File: src/rtl/sevenseg_capture.sv
// Seven-segment loopback monitor: debounces the scanned digit bus, decodes it and
// strobes each complete, error-free 3-digit frame. Optional SEVENSEG_CAPTURE_SEQCHK_EN.
module sevenseg_capture #(
   parameter int unsigned SETTLE_CYCLES  = 4,
   parameter int unsigned TIMEOUT_CYCLES = 540000
) (
   input  logic        clk,
   input  logic        rst_n,
   input  logic [6:0]  display,
   input  logic [3:0]  digit_select,
   output logic        frame_valid,
   output logic [9:0]  number,
   output logic [11:0] bcd,
   output logic        seg_err,
   output logic        timeout,
   output logic        seq_err
);

   localparam int unsigned CntW = $clog2(SETTLE_CYCLES + 2);
   localparam int unsigned TmrW = $clog2(TIMEOUT_CYCLES + 1);
   localparam logic [CntW-1:0] CntSettle = CntW'(SETTLE_CYCLES);
   localparam logic [CntW-1:0] CntMax    = CntW'(SETTLE_CYCLES + 1);
   localparam logic [TmrW-1:0] TmrLast   = TmrW'(TIMEOUT_CYCLES - 1);

   localparam logic [0:0] StIdle    = 1'b0;
   localparam logic [0:0] StCollect = 1'b1;

   // Input stage and stability counter
   logic [10:0]     in_q;
   logic [CntW-1:0] cnt_q, cnt_d;
   logic            sel_ok, accept;
   logic [3:0]      dec_val;
   logic            dec_ok;

   always_comb begin
      if ({digit_select, display} != in_q) begin
         cnt_d = CntW'(1);
      end else if (cnt_q != CntMax) begin
         cnt_d = cnt_q + CntW'(1);
      end else begin
         cnt_d = cnt_q;
      end
   end

   assign sel_ok = (in_q[10:7] == 4'b0001) || (in_q[10:7] == 4'b0010) ||
                   (in_q[10:7] == 4'b0100);
   assign accept = (cnt_q == CntSettle) && sel_ok;

   always_comb begin
      dec_ok  = 1'b1;
      dec_val = 4'd0;
      case (in_q[6:0])
         7'b0000001: dec_val = 4'd0;
         7'b1001111: dec_val = 4'd1;
         7'b0010010: dec_val = 4'd2;
         7'b0000110: dec_val = 4'd3;
         7'b1001100: dec_val = 4'd4;
         7'b0100100: dec_val = 4'd5;
         7'b0100000: dec_val = 4'd6;
         7'b0001111: dec_val = 4'd7;
         7'b0000000: dec_val = 4'd8;
         7'b0000100: dec_val = 4'd9;
         default:    dec_ok  = 1'b0;
      endcase
   end

   // Decode stage: one register between accept and frame assembly
   logic       acc_q, acc_ok_q, seg_err_q;
   logic [2:0] acc_slot_q;
   logic [3:0] acc_val_q;

   always_ff @(posedge clk or negedge rst_n) begin
      if (!rst_n) begin
         in_q       <= '0;
         cnt_q      <= '0;
         acc_q      <= 1'b0;
         acc_ok_q   <= 1'b0;
         acc_slot_q <= '0;
         acc_val_q  <= '0;
         seg_err_q  <= 1'b0;
      end else begin
         in_q       <= {digit_select, display};
         cnt_q      <= cnt_d;
         acc_q      <= accept;
         acc_ok_q   <= dec_ok;
         acc_slot_q <= in_q[9:7];
         acc_val_q  <= dec_val;
         seg_err_q  <= accept && !dec_ok;
      end
   end

   // Frame assembly
   logic [0:0]      state_q, state_d;
   logic [2:0]      mask_q, mask_d, mask_n;
   logic            bad_q, bad_d, bad_n;
   logic [TmrW-1:0] timer_q, timer_d;
   logic [11:0]     dig_q, dig_d, dig_n;
   logic [9:0]      number_q, number_d, num_calc;
   logic [11:0]     bcd_q, bcd_d;
   logic            fv_q, fv_d, to_q, to_d, expire, take;

   assign expire   = (state_q == StCollect) && (timer_q == TmrLast);
   assign take     = acc_q && !expire;
   assign num_calc = {6'd0, dig_n[11:8]} * 10'd100 + {6'd0, dig_n[7:4]} * 10'd10 +
                     {6'd0, dig_n[3:0]};

   always_comb begin
      state_d  = state_q;
      mask_d   = mask_q;
      bad_d    = bad_q;
      dig_d    = dig_q;
      number_d = number_q;
      bcd_d    = bcd_q;
      fv_d     = 1'b0;
      to_d     = 1'b0;
      timer_d  = (state_q == StCollect) ? timer_q + TmrW'(1) : '0;
      mask_n   = mask_q | acc_slot_q;
      bad_n    = bad_q | !acc_ok_q;
      dig_n    = dig_q;
      if (acc_ok_q) begin
         if (acc_slot_q[0]) dig_n[11:8] = acc_val_q;
         if (acc_slot_q[1]) dig_n[7:4]  = acc_val_q;
         if (acc_slot_q[2]) dig_n[3:0]  = acc_val_q;
      end
      if (expire) begin
         to_d    = 1'b1;
         state_d = StIdle;
         mask_d  = '0;
         bad_d   = 1'b0;
         timer_d = '0;
      end else if (take) begin
         dig_d = dig_n;
         if (mask_n == 3'b111) begin
            if (!bad_n) begin
               fv_d     = 1'b1;
               number_d = num_calc;
               bcd_d    = dig_n;
            end
            state_d = StIdle;
            mask_d  = '0;
            bad_d   = 1'b0;
            timer_d = '0;
         end else begin
            if (state_q == StIdle) timer_d = '0;
            state_d = StCollect;
            mask_d  = mask_n;
            bad_d   = bad_n;
         end
      end
   end

   always_ff @(posedge clk or negedge rst_n) begin
      if (!rst_n) begin
         state_q  <= StIdle;
         mask_q   <= '0;
         bad_q    <= 1'b0;
         timer_q  <= '0;
         dig_q    <= '0;
         number_q <= '0;
         bcd_q    <= '0;
         fv_q     <= 1'b0;
         to_q     <= 1'b0;
      end else begin
         state_q  <= state_d;
         mask_q   <= mask_d;
         bad_q    <= bad_d;
         timer_q  <= timer_d;
         dig_q    <= dig_d;
         number_q <= number_d;
         bcd_q    <= bcd_d;
         fv_q     <= fv_d;
         to_q     <= to_d;
      end
   end

`ifdef SEVENSEG_CAPTURE_SEQCHK_EN
   // number_q doubles as the previous good frame value
   logic       have_prev_q, seq_q;
   logic [9:0] num_inc;

   assign num_inc = (number_q == 10'd999) ? 10'd0 : number_q + 10'd1;

   always_ff @(posedge clk or negedge rst_n) begin
      if (!rst_n) begin
         have_prev_q <= 1'b0;
         seq_q       <= 1'b0;
      end else if (fv_d) begin
         have_prev_q <= 1'b1;
         seq_q       <= have_prev_q && (num_calc != number_q) && (num_calc != num_inc);
      end else begin
         seq_q <= 1'b0;
      end
   end

   assign seq_err = seq_q;
`else
   assign seq_err = 1'b0;
`endif

   assign frame_valid = fv_q;
   assign number      = number_q;
   assign bcd         = bcd_q;
   assign seg_err     = seg_err_q;
   assign timeout     = to_q;

endmodule

File: config.mk
export PLATFORM = sky130hd
export DESIGN_NAME = sevenseg_capture
export DESIGN_NICKNAME = d
export VERILOG_FILES = /design/src/rtl/sevenseg_capture.sv
export SDC_FILE = /design/constraint.sdc
export NUM_CORES = 1
export LEC_CHECK = 0
export BUFFER_PORTS_ARGS = -buffer_cell sky130_fd_sc_hd__buf_2
export CORE_MARGIN = 2
export CORE_UTILIZATION = 30
export CTS_CLUSTER_SIZE = 10
export DETAILED_ROUTE_END_ITERATION = 8
export GPL_ROUTABILITY_DRIVEN = 0
export HOLD_SLACK_MARGIN = 0.08
export PLACE_DENSITY_LB_ADDON = 0.08
export SLEW_MARGIN = 20
export SYNTH_ARGS = -nofsm -noshare
export SYNTH_HDL_FRONTEND = slang
export SYNTH_SLANG_ARGS = --single-unit
export TNS_END_PERCENT = 1
File: constraint.sdc
create_clock -name clk -period 3.7 [get_ports clk]
set_input_delay 0.185 -clock clk [delete_from_list [all_inputs] [get_ports clk]]
set_output_delay 0.185 -clock clk [all_outputs]
set_load 0.005 [all_outputs]
---- Word-level counts from Yosys, hierarchy flattened ----
Cells that the tools add are included.
cells by class
  equality and inequality tests ........... 17
  $mul .................................... 2
  reductions and logical operators ........ 15
  multiplexer cells ....................... 27
  bitwise logic cells ..................... 4
  add/sub/neg operators ................... 4
operator list
  cell                   count
  $mux 20                5
  $pmux 4 s9             1
  $add 20x1->20 const B  1
  $eq 20x20->1 const B   1
  $mux 3                 5
  $eq 7x3->1 const B     2
  $eq 7x6->1 const B     2
  $eq 7x7->1 const B     2
  $mux 1                 12
  $mux 12                1
  $mux 4                 3
  $ne 11x11->1           1
  $add 10x4->10          1
  $add 10x8->10          1
  $reduce_or 10->1       1
  $mul 4x5->8 const B    1
  $eq 7x1->1 const B     1
  $eq 7x4->1 const B     1
  $eq 7x5->1 const B     1
  $logic_not 7->1        1
  $mul 4x3->7 const B    1
  $eq 3x3->1 const B     2
  $eq 4x1->1 const B     1
  $eq 4x2->1 const B     1
  12 further kinds       20
word-level totals
  logic and storage cells ................. 85
  output and inout port bits .............. 26
  register bits after elaboration ......... 85
  bits of input ports ..................... 13

---- Depth between registers and ports, before layout ----
  depth in word-level cells ............... 6
  depth in mapped cells ................... 14
  gate-level depth less buffers ........... 14

---- Worst setup path before layout ----
OpenSTA, ideal clock, no wires.
  kind .................................... register -> register
  from .................................... reg acc_ok_q
  to ...................................... reg number_q[9] (netlist: number[9])
  setup time .............................. 0.121 ns
  clock period less this slack ............ 3.398 ns
  data required time ...................... 3.579 ns
  buffers on the path ..................... 0
  cell stages (with the launch flop) ...... 15
  path slack .............................. 0.302 ns
  data arrival time ....................... 3.278 ns
  cell sequence ........................... dfrtp_1 -> nand2_1 -> mux2i_1 -> inv_1 -> ha_1 -> ha_1 -> fa_1 -> xnor2_1 -> ha_1 -> ha_1 -> a21oi_1 -> o21ai_0 -> o31ai_1 -> xnor2_1 -> o21ai_1
between the ends
  cells in the longest elaborated chain, start to end .. 4
  elaborated cells between the ends (all ways) .. 9
  classes of those cells .................. 2 x add/sub; 2 x mul; 1 x mux; 2 x bitwise; 2 x reduce/logical
ends and longest elaborated chain
  what                    RTL line  text
  start, declared         68        logic acc_q, acc_ok_q, seg_err_q;
  start signal, assigned  85        acc_ok_q <= dec_ok;
  $mux 12                 120       if (acc_ok_q) begin
  net dig_n[7]            97        logic [11:0] dig_q, dig_d, dig_n;
  $mul 4x3->7             104       assign num_calc = {6'd0, dig_n[11:8]} * 10'd100 + {6'd0, dig_n[7:4]} * 10'd10 +
  $add 10x8->10           104
  $add 10x4->10           104
  end signal, assigned    169       number_q <= number_d;
  end, declared           98        logic [9:0] number_q, number_d, num_calc;
The timed path passes the listed nets, and every way through them passes these cells.
A chain may end at the register's enable or synchronous reset.

---- Worst setup path in the final report ----
  from .................................... reg acc_ok_q
  to ...................................... reg number_q[8] (netlist: number[8])
Same word-level chain as after synthesis.

==> flow_summary.html <==
<table>
<tr><th>Metric</th><th>Value</th></tr>
<tr><th colspan="2">Cells and area</th></tr>
<tr><td>Net count of the finished layout</td><td>518</td></tr>
<tr><td>Inserted Diodes</td><td>0</td></tr>
<tr><td>Most common cell after layout, fill and taps aside</td><td>sky130_fd_sc_hd__dfrtp_1</td></tr>
<tr><td>Fin cells</td><td>656</td></tr>
<tr><td>Area added between synthesis and finish</td><td>18.9%</td></tr>
<tr><td>Fraction of final layout cells with drive strength greater than 1</td><td>15.1%</td></tr>
<tr><td>Commonest cells after routing, fill and taps aside</td><td>sky130_fd_sc_hd__dfrtp_1 (83), sky130_fd_sc_hd__nand2_1 (48), sky130_fd_sc_hd__nor2_1 (40)</td></tr>
<tr><td>Final cell area excluding filler cells</td><td>5110 µm²</td></tr>
<tr><th colspan="2">Die</th></tr>
<tr><td>Horizontal die dimension</td><td>124 µm</td></tr>
<tr><td>Area enclosed by the die boundary</td><td>15300 µm²</td></tr>
<tr><td>Number of standard-cell rows in the floorplan</td><td>43</td></tr>
<tr><td>Starting Density</td><td>30.8%</td></tr>
<tr><td>Core ar.</td><td>13900 µm²</td></tr>
<tr><td>Number of primary I/O pins</td><td>39</td></tr>
<tr><td>Die height</td><td>124 µm</td></tr>
<tr><th colspan="2">Setup path</th></tr>
<tr><td>Data arrival time at the worst-slack endpoint</td><td>3.71 ns</td></tr>
<tr><td>Reg-to-Reg End</td><td>number[8]$_DFFE_PN0P_</td></tr>
<tr><td>Reg2Reg Setup Slack</td><td>0.22 ns</td></tr>
<tr><td>Most repeated library cell on the critical path</td><td>sky130_fd_sc_hd__ha_1</td></tr>
<tr><td>Worst r2r src</td><td>acc_ok_q$_DFF_PN0_</td></tr>
<tr><td>Maximum net fanout on the critical path</td><td>4</td></tr>
<tr><td>Longest individual stage delay on the worst path</td><td>0.44 ns</td></tr>
<tr><td>Kind of cell adding the most delay to the critical path</td><td>adder cells</td></tr>
<tr><td>Sort of element at the end of the critical path</td><td>flop</td></tr>
<tr><td>Number of buffer and inverter stages on the critical path</td><td>1</td></tr>
<tr><td>Required time of the critical path</td><td>3.94 ns</td></tr>
<tr><td>Critical path class</td><td>reg -&gt; reg</td></tr>
<tr><td>Slowest cell on the critical path</td><td>sky130_fd_sc_hd__fa_1</td></tr>
<tr><td>Source of the critical timing path</td><td>acc_ok_q$_DFF_PN0_</td></tr>
<tr><td>Cells along the critical path</td><td>nand2_4 &gt; mux2i_2 &gt; inv_1 &gt; ha_1 &gt; ha_1 &gt; fa_1 &gt; ha_1 &gt; ha_1 &gt; o21ai_0 &gt; a21oi_1 &gt; o21a_1 &gt; o21a_1 &gt; o31ai_1</td></tr>
<tr><td>Number of cells on the worst reg-to-reg path</td><td>13</td></tr>
<tr><td>Startpoint class of the critical path</td><td>flop</td></tr>
<tr><th colspan="2">CTS</th></tr>
<tr><td>Deepest clock path buffer count</td><td>2</td></tr>
<tr><td>Worst skew pair latency</td><td>0.34 ns</td></tr>
<tr><td>CTS tree</td><td>yes</td></tr>
<tr><td>Clock root cell</td><td>sky130_fd_sc_hd__clkbuf_16</td></tr>
<tr><td>Clk slew on worst S/H paths</td><td>0.06 ns</td></tr>
<tr><td>Cts bufs inserted</td><td>9</td></tr>
<tr><td>H-tree depth</td><td>3</td></tr>
<tr><td>Clock Sinks</td><td>84</td></tr>
<tr><th colspan="2">Yosys</th></tr>
<tr><td>Mapped Nets</td><td>466</td></tr>
<tr><td>Share of flip-flops with an asynchronous set or reset</td><td>100%</td></tr>
<tr><td>Adder and majority cell fraction of the synthesized area</td><td>10.2%</td></tr>
<tr><td>Number of storage elements in the synthesis netlist</td><td>84</td></tr>
<tr><td>Post-Synth XOR/XNOR Area</td><td>7.95%</td></tr>
<tr><td>Number of flops mapped to enable cells by yosys</td><td>0</td></tr>
<tr><td>Netlist area before placement</td><td>4290 µm²</td></tr>
<tr><td>Yosys warning total</td><td>0</td></tr>
<tr><td>Count of different cell masters after synthesis</td><td>48</td></tr>
<tr><td>Register area share after synthesis</td><td>49.0%</td></tr>
<tr><td>Most frequently used flop master after synthesis</td><td>sky130_fd_sc_hd__dfrtp_1</td></tr>
<tr><td>Average instance area after synthesis</td><td>10.2 µm²</td></tr>
<tr><td>Leading area contributor after synthesis</td><td>sky130_fd_sc_hd__dfrtp_1</td></tr>
<tr><td>Post-synthesis mux area share</td><td>3.85%</td></tr>
<tr><td>Synth top area cells</td><td>sky130_fd_sc_hd__dfrtp_1 (49%), sky130_fd_sc_hd__ha_1 (7.9%), sky130_fd_sc_hd__xor2_1 (4.9%)</td></tr>
<tr><td>Post-synthesis instance total</td><td>421</td></tr>
<tr><td>Dominant combinational cell family by area after synthesis</td><td>simple AND/OR/NAND/NOR gates</td></tr>
<tr><td>Post-Synth Simple-Gate Area</td><td>15.4%</td></tr>
<tr><td>Post-synth top area share</td><td>49.0%</td></tr>
<tr><td>Post-synthesis compound-gate area fraction</td><td>9.32%</td></tr>
<tr><th colspan="2">Placed design</th></tr>
<tr><td>Number of I/O port buffers</td><td>37</td></tr>
<tr><td>Placed Instances</td><td>630</td></tr>
<tr><td>Placed wire-length estimate after detailed placement</td><td>6580 µm</td></tr>
<tr><td>Placed Area</td><td>4670 µm²</td></tr>
<tr><td>Worst-case setup slack after placement</td><td>0.117 ns</td></tr>
<tr><th colspan="2">Timing</th></tr>
<tr><td>Endpoints failing hold</td><td>0</td></tr>
<tr><td>Time the worst path needs with I/O delays and setup</td><td>3.48 ns</td></tr>
<tr><td>Count of final max-slew check failures</td><td>0</td></tr>
<tr><td>Final setup violating endpoints</td><td>0</td></tr>
<tr><td>Worst path setup slack after routing</td><td>0.224 ns</td></tr>
<tr><td>Slew @ Worst Pin</td><td>0.846 ns</td></tr>
<tr><td>Final sum of negative setup slack</td><td>0 ns</td></tr>
<tr><td>Fmax achieved</td><td>288 MHz</td></tr>
<tr><td>Worst clock skew</td><td>0.0105 ns</td></tr>
<tr><td>Max_slew headroom</td><td>43.6%</td></tr>
<tr><td>Post-route fraction of the period consumed by the critical path</td><td>93.9%</td></tr>
<tr><th colspan="2">Pwr</th></tr>
<tr><td>Clk network pwr share</td><td>46.3%</td></tr>
<tr><td>Switching portion of total power</td><td>21.8%</td></tr>
<tr><td>Internal power consumption</td><td>1.47 mW</td></tr>
<tr><td>Total power density per cell area</td><td>369 nW/µm²</td></tr>
<tr><td>Peak ir drop on the vdd network</td><td>0.209 mV</td></tr>
<tr><td>Leak Pwr</td><td>2.55 nW</td></tr>
<tr><td>NetSw</td><td>0.410 mW</td></tr>
<tr><td>Combinational Power Share</td><td>3.6%</td></tr>
<tr><td>Tot Pwr</td><td>1.88 mW</td></tr>
<tr><td>Seq pwr share</td><td>50.1%</td></tr>
<tr><th colspan="2">GRT</th></tr>
<tr><td>Maximum number of pins on one net before global-route repair</td><td>66</td></tr>
<tr><td>Wire length of the first global-routing pass</td><td>15700 µm</td></tr>
<tr><td>Number of antenna violations at the first check in global routing</td><td>0</td></tr>
<tr><td>Total global-route track usage</td><td>13.4%</td></tr>
<tr><td>Via count of the first global-routing pass</td><td>3090</td></tr>
<tr><td>Remaining Overflow, GRT</td><td>0</td></tr>
<tr><th colspan="2">Detailed routing</th></tr>
<tr><td>Violation count after the first detailed-route iteration</td><td>121</td></tr>
<tr><td>Via count normalized by instance count</td><td>4.65</td></tr>
<tr><td>Overall routed net length</td><td>9130 µm</td></tr>
<tr><td>Drc violations</td><td>0</td></tr>
<tr><td>Wire per inst</td><td>13.9 µm</td></tr>
<tr><td>ANT nets after route</td><td>0</td></tr>
<tr><td>Pre-Repair DR Iteration Count</td><td>4</td></tr>
<tr><td>Total via count in the routed design</td><td>3049</td></tr>
<tr><th colspan="2">Hold path</th></tr>
<tr><td>Hold crit path type</td><td>reg -&gt; reg</td></tr>
<tr><td>Depth of the worst hold-timing path</td><td>0</td></tr>
<tr><td>Startpoint of the tightest hold check path</td><td>in_q[9]$_DFF_PN0_</td></tr>
<tr><td>Endpoint of the worst hold path</td><td>acc_slot_q[2]$_DFF_PN0_</td></tr>
<tr><th colspan="2">Flow run</th></tr>
<tr><td>Count of maximum capacitance violations</td><td>0</td></tr>
<tr><th colspan="2">Run status</th></tr>
<tr><td>Outcome</td><td>finished, final reports clean</td></tr>
</table>
-- worst reg2reg max path, cell delays in order (launching register included) --
cell	delay (ns)
sky130_fd_sc_hd__dfrtp_2	0.43
sky130_fd_sc_hd__nand2_4	0.10
sky130_fd_sc_hd__mux2i_2	0.23
sky130_fd_sc_hd__inv_1	0.11
sky130_fd_sc_hd__ha_1	0.31
sky130_fd_sc_hd__ha_1	0.22
sky130_fd_sc_hd__fa_1	0.44
sky130_fd_sc_hd__ha_1	0.29
sky130_fd_sc_hd__ha_1	0.35
sky130_fd_sc_hd__o21ai_0	0.21
sky130_fd_sc_hd__a21oi_1	0.09
sky130_fd_sc_hd__o21a_1	0.20
sky130_fd_sc_hd__o21a_1	0.17
sky130_fd_sc_hd__o31ai_1	0.22
-- state kept, by name (all words and copies together) (netlist names), 3 cells and up --
register / count
timer_q: 20
dig_q: 12
bcd: 11
in_q: 11
number: 10
acc_val_q: 4
acc_slot_q: 3
cnt_q: 3
mask_q: 3
-- cell usage after synthesis, types with 2 or more instances --
cell and instances:
sky130_fd_sc_hd__nor4_1 4, sky130_fd_sc_hd__inv_1 24, sky130_fd_sc_hd__buf_6 2, sky130_fd_sc_hd__nand4_1 7, sky130_fd_sc_hd__ha_1 27, sky130_fd_sc_hd__buf_4 4
sky130_fd_sc_hd__o31ai_1 3, sky130_fd_sc_hd__clkbuf_1 7, sky130_fd_sc_hd__nand2_1 49, sky130_fd_sc_hd__nor4b_1 3, sky130_fd_sc_hd__nor2_1 40, sky130_fd_sc_hd__xor2_1 24
sky130_fd_sc_hd__mux2i_1 12, sky130_fd_sc_hd__nand2b_1 4, sky130_fd_sc_hd__fa_1 5, sky130_fd_sc_hd__a21oi_1 14, sky130_fd_sc_hd__nor3_1 8, sky130_fd_sc_hd__dfrtp_1 84
sky130_fd_sc_hd__nand3_1 10, sky130_fd_sc_hd__nor2b_1 3, sky130_fd_sc_hd__o21ai_0 35, sky130_fd_sc_hd__mux2_2 3, sky130_fd_sc_hd__a211oi_1 4, sky130_fd_sc_hd__o21ai_1 2
sky130_fd_sc_hd__xnor2_1 15, sky130_fd_sc_hd__o21a_1 2, sky130_fd_sc_hd__buf_2 3, sky130_fd_sc_hd__and3_1 3
-- per-stage QoR --
stage                     utilization (%)  hold slack, ns
after floorplan                         -          -0.111
after global placement               33.5           0.317
after detailed placement             33.5           0.320
after CTS                            36.4           0.447
after global routing                 36.7           0.477
final                                36.7           0.442
-- cell families after synthesis --
kind of cell | Yosys count
DFF | 84
and+or+nand+nor | 140
buffers and inverters | 40
muxes | 16
adders and majority gates | 32
xor gates and xnor gates | 39
AOI/OAI and AO/OA | 69
other | 1
-- area by class of cell --
class | instances | area, µm²
inverter | 24 | 90.1
timing repair buffer | 57 | 368
clock inverter | 4 | 52.6
sequential | 84 | 2100
fill | 1407 | 8830
clock buffer | 10 | 229
tap | 180 | 225
multi-input combinational | 297 | 2040
-- power groups by stage --
stage | combinational (mW) | clock [mW] | sequential (mW)
finish | 0.0676 | 0.872 | 0.943
floorplan | 0.0325 | 0 | 0.950
CTS | 0.0698 | 0.915 | 0.942
global placement | 0.0597 | 0 | 0.960
detailed placement | 0.0600 | 0 | 0.960
global route | 0.0776 | 0.944 | 0.945
-- worst max path at each step --
stage                                 end  depth (start not counted)
finish              number[8]$_DFFE_PN0P_                         13
global route        number[9]$_DFFE_PN0P_                         14
floorplan           number[9]$_DFFE_PN0P_                         14
detailed placement  number[9]$_DFFE_PN0P_                         14
global placement    number[9]$_DFFE_PN0P_                         14
CTS                 number[9]$_DFFE_PN0P_                         14
-- metal layers --
metal,up-vias,global-route usage (%),share of wire [%]
met5,-,0,0
met4,0,6.39,2.1
met3,15,2.66,3.2
met2,56,20.7,46
met1,1452,18.0,49
li1,1526,-,-
-- repair_timing --
item	4_1_cts	5_1_grt
resized for setup	0	7
endpoints found under the hold margin	75	0
setup endpoints to repair	0	3
hold buffers	12	0
buffers inserted	0	0
Power figures use the tool's default switching activity.
